===== src/rtl/bus_dma.sv =====
// rtl/bus_dma.sv - word-copy DMA engine with register and master bus ports; define DMA_IRQ_EN to enable the completion interrupt
module bus_dma #(
  parameter int CNT_W = 16
) (
  input  logic        clk,
  input  logic        reset_n,
  input  logic        dma_en,
  input  logic        dma_wr,
  input  logic [1:0]  dma_addr,
  input  logic [31:0] dma_data_in,
  output logic [31:0] dma_data_out,
  output logic        dma_wt,
  output logic        m_en,
  output logic        m_wr,
  output logic [1:0]  m_size,
  output logic [31:0] m_addr,
  output logic [31:0] m_data_out,
  input  logic [31:0] m_data_in,
  input  logic        m_wt,
  output logic        irq
);

  typedef enum logic [1:0] {
    S_IDLE,
    S_RD,
    S_WR
  } state_t;

  state_t r_state;
  state_t w_state_nxt;

  // Word-aligned address registers; the low two bits are implied zero.
  logic [31:2]      r_src;
  logic [31:2]      r_dst;
  logic [CNT_W-1:0] r_count;
  logic             r_busy;
  logic             r_done;
  logic             r_abort;

  // Master-side registered outputs; r_buf doubles as the copy buffer.
  logic             r_m_en;
  logic             r_m_wr;
  logic [31:0]      r_m_addr;
  logic [31:0]      r_buf;

  logic             w_reg_wr;
  logic             w_ctrl_wr;
  logic             w_start;
  logic             w_count_zero;
  logic             w_abort_req;
  logic             w_rd_done;
  logic             w_wr_done;
  logic             w_last;
  logic             w_done_nxt;
  logic             w_ien_q;

`ifdef DMA_IRQ_EN
  logic             r_ien;
  logic             r_irq;
  logic             w_ien_nxt;
`endif

  assign w_reg_wr     = dma_en & dma_wr;
  assign w_ctrl_wr    = w_reg_wr & (dma_addr == 2'd3);
  assign w_start      = w_ctrl_wr & dma_data_in[0] & ~r_busy;
  assign w_count_zero = (r_count == '0);
  // A stop request landing on the final write edge still counts as pending.
  assign w_abort_req  = w_ctrl_wr & ~dma_data_in[0] & r_busy;
  assign w_rd_done    = (r_state == S_RD) & ~m_wt;
  assign w_wr_done    = (r_state == S_WR) & ~m_wt;
  assign w_last       = w_wr_done & ((r_count == CNT_W'(1)) | r_abort | w_abort_req);

  // State register for the copy sequencer.
  always_ff @(posedge clk) begin
    if (!reset_n) begin
      r_state <= S_IDLE;
    end else begin
      r_state <= w_state_nxt;
    end
  end

  // Next-state logic: a read and a write per word, no idle cycle between pairs.
  always_comb begin
    w_state_nxt = r_state;
    case (r_state)
      S_IDLE: begin
        if (w_start && !w_count_zero) begin
          w_state_nxt = S_RD;
        end
      end
      S_RD: begin
        if (!m_wt) begin
          w_state_nxt = S_WR;
        end
      end
      S_WR: begin
        if (!m_wt) begin
          w_state_nxt = w_last ? S_IDLE : S_RD;
        end
      end
      default: w_state_nxt = S_IDLE;
    endcase
  end

  // DONE: clear-on-write loses to a completion on the same edge.
  always_comb begin
    w_done_nxt = r_done;
    if (w_ctrl_wr && dma_data_in[1]) begin
      w_done_nxt = 1'b0;
    end
    if (w_start) begin
      w_done_nxt = w_count_zero;
    end
    if (w_last) begin
      w_done_nxt = 1'b1;
    end
  end

`ifdef DMA_IRQ_EN
  assign w_ien_nxt = w_ctrl_wr ? dma_data_in[2] : r_ien;
  assign w_ien_q   = r_ien;

  // Interrupt enable and interrupt flop, updated on the same edge as DONE.
  always_ff @(posedge clk) begin
    if (!reset_n) begin
      r_ien <= 1'b0;
      r_irq <= 1'b0;
    end else begin
      r_ien <= w_ien_nxt;
      r_irq <= w_done_nxt & w_ien_nxt;
    end
  end

  assign irq = r_irq;
`else
  assign w_ien_q = 1'b0;
  assign irq     = 1'b0;
`endif

  // Register file, transfer counters and master bus outputs.
  always_ff @(posedge clk) begin
    if (!reset_n) begin
      r_src    <= '0;
      r_dst    <= '0;
      r_count  <= '0;
      r_busy   <= 1'b0;
      r_done   <= 1'b0;
      r_abort  <= 1'b0;
      r_m_en   <= 1'b0;
      r_m_wr   <= 1'b0;
      r_m_addr <= '0;
      r_buf    <= '0;
    end else begin
      r_done <= w_done_nxt;

      // Parameter registers are frozen while a copy is running.
      if (w_reg_wr && !r_busy) begin
        case (dma_addr)
          2'd0:    r_src   <= dma_data_in[31:2];
          2'd1:    r_dst   <= dma_data_in[31:2];
          2'd2:    r_count <= dma_data_in[CNT_W-1:0];
          default: ;
        endcase
      end

      if (w_start && !w_count_zero) begin
        r_busy   <= 1'b1;
        r_abort  <= 1'b0;
        r_m_en   <= 1'b1;
        r_m_wr   <= 1'b0;
        r_m_addr <= {r_src, 2'b00};
      end

      if (w_abort_req) begin
        r_abort <= 1'b1;
      end

      if (w_rd_done) begin
        r_buf    <= m_data_in;
        r_src    <= r_src + 30'd1;
        r_m_wr   <= 1'b1;
        r_m_addr <= {r_dst, 2'b00};
      end

      if (w_wr_done) begin
        r_dst   <= r_dst + 30'd1;
        r_count <= r_count - CNT_W'(1);
        r_m_wr  <= 1'b0;
        if (w_last) begin
          r_busy  <= 1'b0;
          r_abort <= 1'b0;
          r_m_en  <= 1'b0;
        end else begin
          r_m_addr <= {r_src, 2'b00};
        end
      end
    end
  end

  // Combinational register read mux; zero when the port is not selected.
  always_comb begin
    dma_data_out = 32'd0;
    if (dma_en) begin
      case (dma_addr)
        2'd0:    dma_data_out = {r_src, 2'b00};
        2'd1:    dma_data_out = {r_dst, 2'b00};
        2'd2:    dma_data_out = {{(32-CNT_W){1'b0}}, r_count};
        default: dma_data_out = {29'd0, w_ien_q, r_done, r_busy};
      endcase
    end
  end

  assign dma_wt     = 1'b0;
  assign m_en       = r_m_en;
  assign m_wr       = r_m_wr;
  assign m_size     = 2'b10;
  assign m_addr     = r_m_addr;
  assign m_data_out = r_buf;

endmodule


===== config.mk =====
export PLATFORM = sky130hd
export DESIGN_NAME = bus_dma
export DESIGN_NICKNAME = d
export VERILOG_FILES = /design/src/rtl/bus_dma.sv
export SDC_FILE = /design/constraint.sdc
export NUM_CORES = 1
export LEC_CHECK = 0
export CAP_MARGIN = 25
export CORE_ASPECT_RATIO = 2
export CORE_MARGIN = 2
export CORE_UTILIZATION = 50
export CTS_CLUSTER_DIAMETER = 60
export DETAILED_ROUTE_END_ITERATION = 12
export MAX_ROUTING_LAYER = met4
export PLACE_DENSITY = 0.91
export SLEW_MARGIN = 20
export SYNTH_ARGS = -nofsm -noshare
export SYNTH_HDL_FRONTEND = slang
export SYNTH_SLANG_ARGS = --single-unit
export TNS_END_PERCENT = 30

===== constraint.sdc =====
create_clock -name clk -period 6.27 [get_ports clk]
set_input_delay 0.9405 -clock clk [delete_from_list [all_inputs] [get_ports clk]]
set_output_delay 0.9405 -clock clk [all_outputs]
set_load 0.05 [all_outputs]

### Yosys cells after proc, flatten, opt, wreduce, memory -nomap -nowiden

Index checks and enable logic that the tools add are counted.
W data, S select, Z words.

| cells by class | value |
|---|---|
| add/sub/neg operators | 3 |
| equal/unequal tests | 9 |
| muxes and demuxes | 35 |
| bitwise logic cells | 15 |
| reductions and logical operators | 20 |

Operators by type and width:

| operator | count |
|---|---|
| $mux W30 | 6 |
| $mux W32 | 5 |
| $pmux W32 S3 | 1 |
| $add A30 B1 Y30 const B | 2 |
| $mux W16 | 3 |
| $eq A16 B1 Y1 const B | 1 |
| $logic_not A16 Y1 | 1 |
| $mux W1 | 16 |
| $sub A16 B1 Y16 const B | 1 |
| $reduce_bool A2 Y1 | 6 |
| $and A1 B1 Y1 | 9 |
| $eq A2 B2 Y1 const B | 3 |
| $mux W2 | 3 |
| $ne A2 B2 Y1 const B | 3 |
| $pmux W2 S3 | 1 |
| $reduce_and A2 Y1 | 3 |
| $eq A2 B1 Y1 const B | 2 |
| $logic_not A2 Y1 | 2 |
| $not A1 Y1 | 4 |
| $logic_and A1 B1 Y1 | 3 |
| $reduce_and A3 Y1 | 1 |
| $reduce_bool A3 Y1 | 1 |
| $logic_not A1 Y1 | 2 |
| $or A1 B1 Y1 | 2 |
| $reduce_or A2 Y1 | 1 |

| storage, ports and cells | value |
|---|---|
| bits in registers | 147 |
| output and inout port bits | 102 |

### Logic depth before layout (Yosys ltp)

| depth | value |
|---|---|
| depth in word-level cells | 9 |
| gate-level depth with buffers | 9 |

### Least setup slack after synthesis

OpenSTA, ideal clock, no wires.

| path | value |
|---|---|
| path type | input -> output |
| start point | input dma_addr[1] |
| end point | output dma_data_out[0] |
| arrival time | 2618 ps |
| slack | 2712 ps |
| cell stages on the path | 5 |
| path buffers | 3 |
| cells stage by stage | clkbuf_1 > buf_2 > buf_1 > nand2_1 > nor2_1 |

| on the way | value |
|---|---|
| longest elaborated chain between the ends | 3 |
| elaborated cells on any way between the ends | 5 |

RTL lines:

| item | line | source |
|---|---|---|
| from (decl) | 9 | `input logic [1:0] dma_addr,` |
| $eq A2 B2 Y1 (tied with other cells) | 204 | `case (dma_addr)` |
| $pmux W32 S3 (*) | 204 |  |
| $mux W32 (*) | 203 | `if (dma_en) begin` |
| to (decl) | 11 | `output logic [31:0] dma_data_out,` |

Mark *: on every way between the ends. The rest lies on a longest branch, timed or not.

### Final worst setup path

| path | value |
|---|---|
| start point | input dma_en |
| end point | output dma_data_out[25] |

| on the way | value |
|---|---|
| longest elaborated chain between the ends | 1 |

RTL lines:

| item | line | source |
|---|---|---|
| from (decl) | 7 | `input logic dma_en,` |
| $mux W32 | 203 |  |

Every way passes these cells.

==> results by group <==
Status
  • Outcome: finished clean

Routing
  • Routed Antenna Nets: 0
  • Vias per cell: 6.54
  • DRT iter0 DRCs: 921
  • Total vias in the final route: 8462
  • Router iterations before antenna repair: 7
  • Final routed DRC violation total: 0
  • Wire per inst: 20.8 um
  • WL final: 26.9 mm

Yosys
  • Cell taking the most area after synthesis: dfxtp_1
  • Number of synthesized register bits: 147
  • Dominant synthesized flop cell: dfxtp_1
  • Synth area leaders: dfxtp_1, mux2i_1, nand2_1
  • Count leader, synth: dfxtp_1
  • Mean post-synth cell area: 8.11 um^2
  • Netlist cell types: 70
  • Post-synth top cells: dfxtp_1, nand2_1, a21oi_1
  • Register area share after synthesis: 0.379
  • Post-synth EDFFs: 0
  • Post-synth ARST share: 0
  • Mapped Cells: 959
  • Synthesized area: 7770 um^2
  • YS warnings: 0
  • Post-synth top area share: 0.379

Timing
  • Hold violation total from the final report: 0
  • Final min period: 4450 ps
  • Final Slew Violations: 0
  • Clk_skew: 11.5 ps
  • Max Fclk: 225 MHz
  • Final worst slack: 1820 ps
  • Final setup fails: 0
  • Setup tns final: 0 ps
  • Rel. slew slack: 0.328
  • Period utilisation layout: 0.709
  • RSZ-0062 raised after global routing: false
  • Worst slew pin tran: 1010 ps

GRT
  • Initial antenna violation count: 1
  • Global-route wire length before repair: 41.6 mm
  • Gr usage total: 0.325
  • Gr ovfl total: 0
  • Largest net degree at the start of global routing: 90
  • Vias in the first global route: 8139

Power and ir drop
  • Leak: 3.58 nW
  • Pwr dens: 226 nW/um^2
  • Worst vdd ir: 0.000221 V

Job
  • Max Cap Viol: 0

Layout
  • Final net count: 1158
  • Layout area overhead: 30.1%
  • Share of cells above drive strength 1: 0.0631

Clock tree
  • Postcts setup bufs: 0
  • Clock slew seen by the registers of the worst setup and hold paths: 60 ps
  • Clock sinks: 147
  • CTS resizes: 0
  • Root Driver: clkbuf_16
  • Clk_lat worst skew: 420 ps
  • Maximum root-to-sink buffer count: 2
  • Hold bufs inserted after CTS: 0
  • H-tree Lvls: 4
  • TritonCTS clock tree: done
  • Num CTS Buffers: 17

Worst setup path
  • Crit path DAT: 3510 ps
  • Worst setup EP type: output pin
  • Critical Path RT: 5330 ps
  • CP max FO: 19
  • Critical path class: in -> out
  • Crit start category: input port

Floorplanning
  • Die height: 180 um
  • Standard-cell rows: 64
  • Core area: 15300 um^2
  • Ports: 173
  • Die width: 92.2 um
  • Die area: 16600 um^2
  • Initial Util: 0.508

Place
  • Global placer's final weighted congestion: 0.950
  • Dpl hpwl: 18.4 mm
  • Port bufs: 168
  • Place WS: 1770 ps

Min path
  • Hold Path Class: reg -> reg
## worst max-delay path, cell delays in order
cell and delay (ps):
clkdlybuf4s50_1 880, nand2_1 600, nor2_1 240, clkdlybuf4s50_1 830
## cell families (layout without fill, tap and decap cells)
family | count (synthesis) | count (layout) | share of synthesized area
adders and majority gates | 5 | 5 | 0.00805
muxes | 68 | 68 | 0.0882
and+or+nand+nor | 370 | 370 | 0.239
other | 2 | 5 | 0.000966
AOI/OAI and AO/OA | 276 | 276 | 0.235
buffers and inverters | 90 | 223 | 0.0492
DFF | 147 | 147 | 0.378
xor gates and xnor gates | 1 | 1 | 0.00113
## report_power, final
part	switching [mW]	internal, mW	total, mW
clock	0.411	0.677	1.09
sequential	0.0281	0.951	0.980
combinational	0.128	0.0878	0.215
## area by class of cell
| class | count | area [um^2] |
|---|---|---|
| Clock buffer | 19 | 443 |
| Timing Repair Buffer | 181 | 1770 |
| Sequential cell | 147 | 2940 |
| Inverter | 11 | 41.3 |
| Tap cell | 198 | 248 |
| Fill cell | 1227 | 5180 |
| Antenna cell | 1 | 2.50 |
| Multi-Input combinational cell | 724 | 4480 |
| Clock inverter | 12 | 181 |
## registers in the layout (all words and copies together), names as in the netlist
signal      count
r_dst          30
r_state         2
r_done          1
r_src          30
r_count        16
r_abort         1
m_wr            1
m_addr         32
m_data_out     32
m_en            1
r_busy          1
## layout by cell type, fill, tap and decap left out, drive strengths merged, types with 19 or more instances in the layout
cell / synthesis / routed
nand3: 36 / 36
and3: 19 / 19
clkdlybuf4s50: 0 / 167
dfxtp: 147 / 147
o2bb2ai: 29 / 29
a21oi: 80 / 80
nor2: 70 / 70
o21ai: 49 / 49
nor3: 28 / 28
mux2i: 64 / 64
nand2: 132 / 132
clkbuf: 51 / 19
a31oi: 22 / 22
a211oi: 21 / 21
## per-layer routing
| layer | track usage | wire length [um] | vias to the layer above |
|---|---|---|---|
| met5 | - | 0 | - |
| met4 | 0.221 | 2200 | 0 |
| met3 | 0.0510 | 2030 | 184 |
| met2 | 0.567 | 13800 | 597 |
| met1 | 0.325 | 8900 | 3879 |
| li1 | - | - | 3802 |
## worst paths after layout
| check | cells past startpoint | startpoint | slack (ps) | endpoint |
|---|---|---|---|---|
| max | 4 | dma_en | 1820 | dma_data_out[25] |
| min | 2 | m_data_out[2] | 450 | m_data_out[2] |
| max reg2reg | 6 | r_count[4] | 3320 | m_addr[14] |
| min reg2reg | 2 | m_data_out[2] | 450 | m_data_out[2] |
## per-stage QoR
step | instances | hold WS, ps | util | cell area (um^2) | power (mW)
final | 1293 | 452 | 0.661 | 10100 | 2.28
after detailed placement | 1259 | 446 | 0.619 | 9470 | 1.21
after floorplan | 961 | 450 | - | 7780 | 1.11
after CTS | 1290 | 454 | 0.660 | 10100 | 2.28
after global routing | 1293 | 471 | 0.661 | 10100 | 2.34
after global placement | 1259 | 441 | 0.619 | 9470 | 1.20
Power figures use the tool's default switching activity.
==> edit: new RTL, config.mk and constraints unchanged <==
`CNT_W`: 16 -> 12.
--- a/src/rtl/bus_dma.sv
+++ b/src/rtl/bus_dma.sv
@@ -1,6 +1,6 @@
 // rtl/bus_dma.sv - word-copy DMA engine with register and master bus ports; define DMA_IRQ_EN to enable the completion interrupt
 module bus_dma #(
-  parameter int CNT_W = 16
+  parameter int CNT_W = 12
 ) (
   input  logic        clk,
   input  logic        reset_n,
Function: changed (Yosys sat finds a counterexample within 4 cycles, from zero or initial values and one cycle with reset_n low).
==> edit against the unedited design <==
  * Non-clock buffer count up 1
  * Sequential cell count decreased by 4
  * Utilization fell by 0.63 points
  * Total power shrank 3.4%
  * Clock power fell by 4%
  * Synthesized area is 0.50% lower
  * Synthesized cell count up 5.0%
  * Final area down 1.5%
  * Worst setup slack got worse by 0.52 ns
  * Cell count up 3.1%
  * Routed wire length is 0.83% higher
  * Clock skew down 0.0026 ns
  * Critical path type unchanged
  * Largest power group unchanged
==> edit: results (changes against the unedited design) <==
| Metric | Value |
|---|---|
| Worst EP arrival | 4.02 ns (+0.51 ns) |
| Vias in the first global route | 8649 (+6.3%) |
| Placed cell area | 9368 um2 (-1.1%) |
| CP max stage delay | 0.82 ns (-0.06 ns) |
| Slowest stage cell, crit path | nor2b_1 |
| Post-DR wirelength/cell | 20.37 um (-2.2%) |
| Gpl congestion | 1.006 (+5.8%) |
| Met2 global-route usage | 58.15% (+1.4 points) |
| Layout cells sized above 1 | 6.079% (-0.23 points) |
| Clock-pin slew on the worst setup and hold paths | 0.06 ns (about the same) |
| Depth of the worst register-to-register path | 5 (-1) |
| Worst slew pin tran | 1.051 ns (+0.04210 ns) |
| Max IR drop VDD | 0.2329 mV (+5.6%) |
| CTS root buf | clkbuf_16 |
| Initial DRC Count | 1029 (+12%) |
| Status | complete, no violations |
| Unique masters post-synth | 70 (unchanged) |
| First-pass GRT wire length | 43.53 mm (+4.6%) |
| Port-buffer cells | 168 (unchanged) |
| Clock skew after layout | 0.008897 ns (-0.002650 ns) |
| Commonest cells in the synthesized netlist | 203 x nand2_1, 143 x dfxtp_1, 105 x a21oi_1 |
| Cell Int Power | 1.658 mW (-3.4%) |
| RR Startpoint | r_state[1] |
| Maximum capacitance violations | 0 (unchanged) |
| NumNets Final | 1199 (+3.5%) |
| Share of the yosys chip area belonging to registers | 37.00% (-0.85 points) |
| Drt pass-1 iters | 6 (-1) |
| P_leak | 3.321 nW (-7.2%) |
| Crit-path leading delay family | buffers and inverters |
| Pin count of the biggest net entering global routing | 74 (-18%) |
| Fillers | 1252 (+2.0%) |
| Met1 usage | 35.63% (+3.1 points) |
| Clock share of power | 47.5% (-0.2 points) |
| Hold Vio Cnt, Final | 0 (unchanged) |
| M3 GR Usage | 5.197% (+0.095 points) |
| Reg power frac | 43.2% (+0.3 points) |
| Drt via density | 6.518 (-0.40%) |
| Worst-Skew Late Latency | around 0.43 ns |
| WL met3 | 2.088 mm (+2.8%) |
| Gr usage total | 33.98% (+1.5 points) |
| CP startpoint | dma_addr[1] |
| Post-DP HPWL | 17.77 mm (-3.6%) |
| Initial antenna violation count | 0 (-1) |
| R2r setup slk | 2.94 ns (-0.38 ns) |
| Synth area leaders | dfxtp_1 37%, nand2_1 9.8%, a21oi_1 6.8% |
| Diode count | 0 (-1) |
| Critical R2R Capture | m_addr[30] |
| Crit-path max FO | 12 (-7) |
| Critical Path Sink | dma_data_out[5] |
| WL met1 | 9.154 mm (+2.8%) |
| Post-CTS setup buffers | 0 (unchanged) |
| Routed wl met2 | 13.94 mm (+1.1%) |
| Post-CTS resize count | 0 (unchanged) |
| PnR Total Power | 2.204 mW (-3.4%) |
==> edit: cells by family (layout without fill, tap and decap cells) <==
kind of cell | count (synthesis) | after routing | share of synthesized area (%)
other | 2 | 4 | 0.09708
adders and majority gates | 5 | 5 | 0.8087
AOI/OAI and AO/OA | 269 | 269 | 22.17
xor gates and xnor gates | 12 | 12 | 1.359
and+or+nand+nor | 432 | 432 | 26.22
muxes | 49 | 49 | 6.486
buffers and inverters | 95 | 221 | 5.855
DFF | 143 | 143 | 37.00
==> edit: metrics by stage <==
step	setup WS (ns)	instances
finish	1.306	1333
global route	1.231	1333
CTS	1.444	1333
detailed placement	1.515	1302
global placement	1.727	1302
floorplan	2.877	1009
==> edit: worst min path at each step <==
stage	cells after the start	slack [ns]	end	start
6_report	2	0.45	m_data_out[14]	m_data_out[14]
5_1_grt	2	0.46	m_data_out[28]	m_data_out[28]
4_1_cts	2	0.45	m_data_out[28]	m_data_out[28]
3_5_place_dp	2	0.45	m_data_out[28]	m_data_out[28]
3_3_place_gp	2	0.44	m_data_out[11]	m_data_out[11]
2_1_floorplan	1	0.47	r_count[9]	r_count[9]
==> edit: worst register-to-register path, delay by kind of cell (launching register included) <==
family	cells	cell delay (ns)
AND/OR/NAND/NOR	3	2.23
flip-flops	1	0.43
AO/OA/AOI/OAI	1	0.31
buffers and inverters	1	0.25
==> edit: area by class of cell <==
cell class / instances / area (um2) / area share, %
timing repair buffer: 182 / 1782 / 17.88
clock buffer: 22 / 464.2 / 4.658
sequential: 143 / 2863 / 28.73
multi-input combinational: 771 / 4446 / 44.61
tap: 198 / 247.7 / 2.486
clock inverter: 9 / 133.9 / 1.343
inverter: 8 / 30.03 / 0.3013
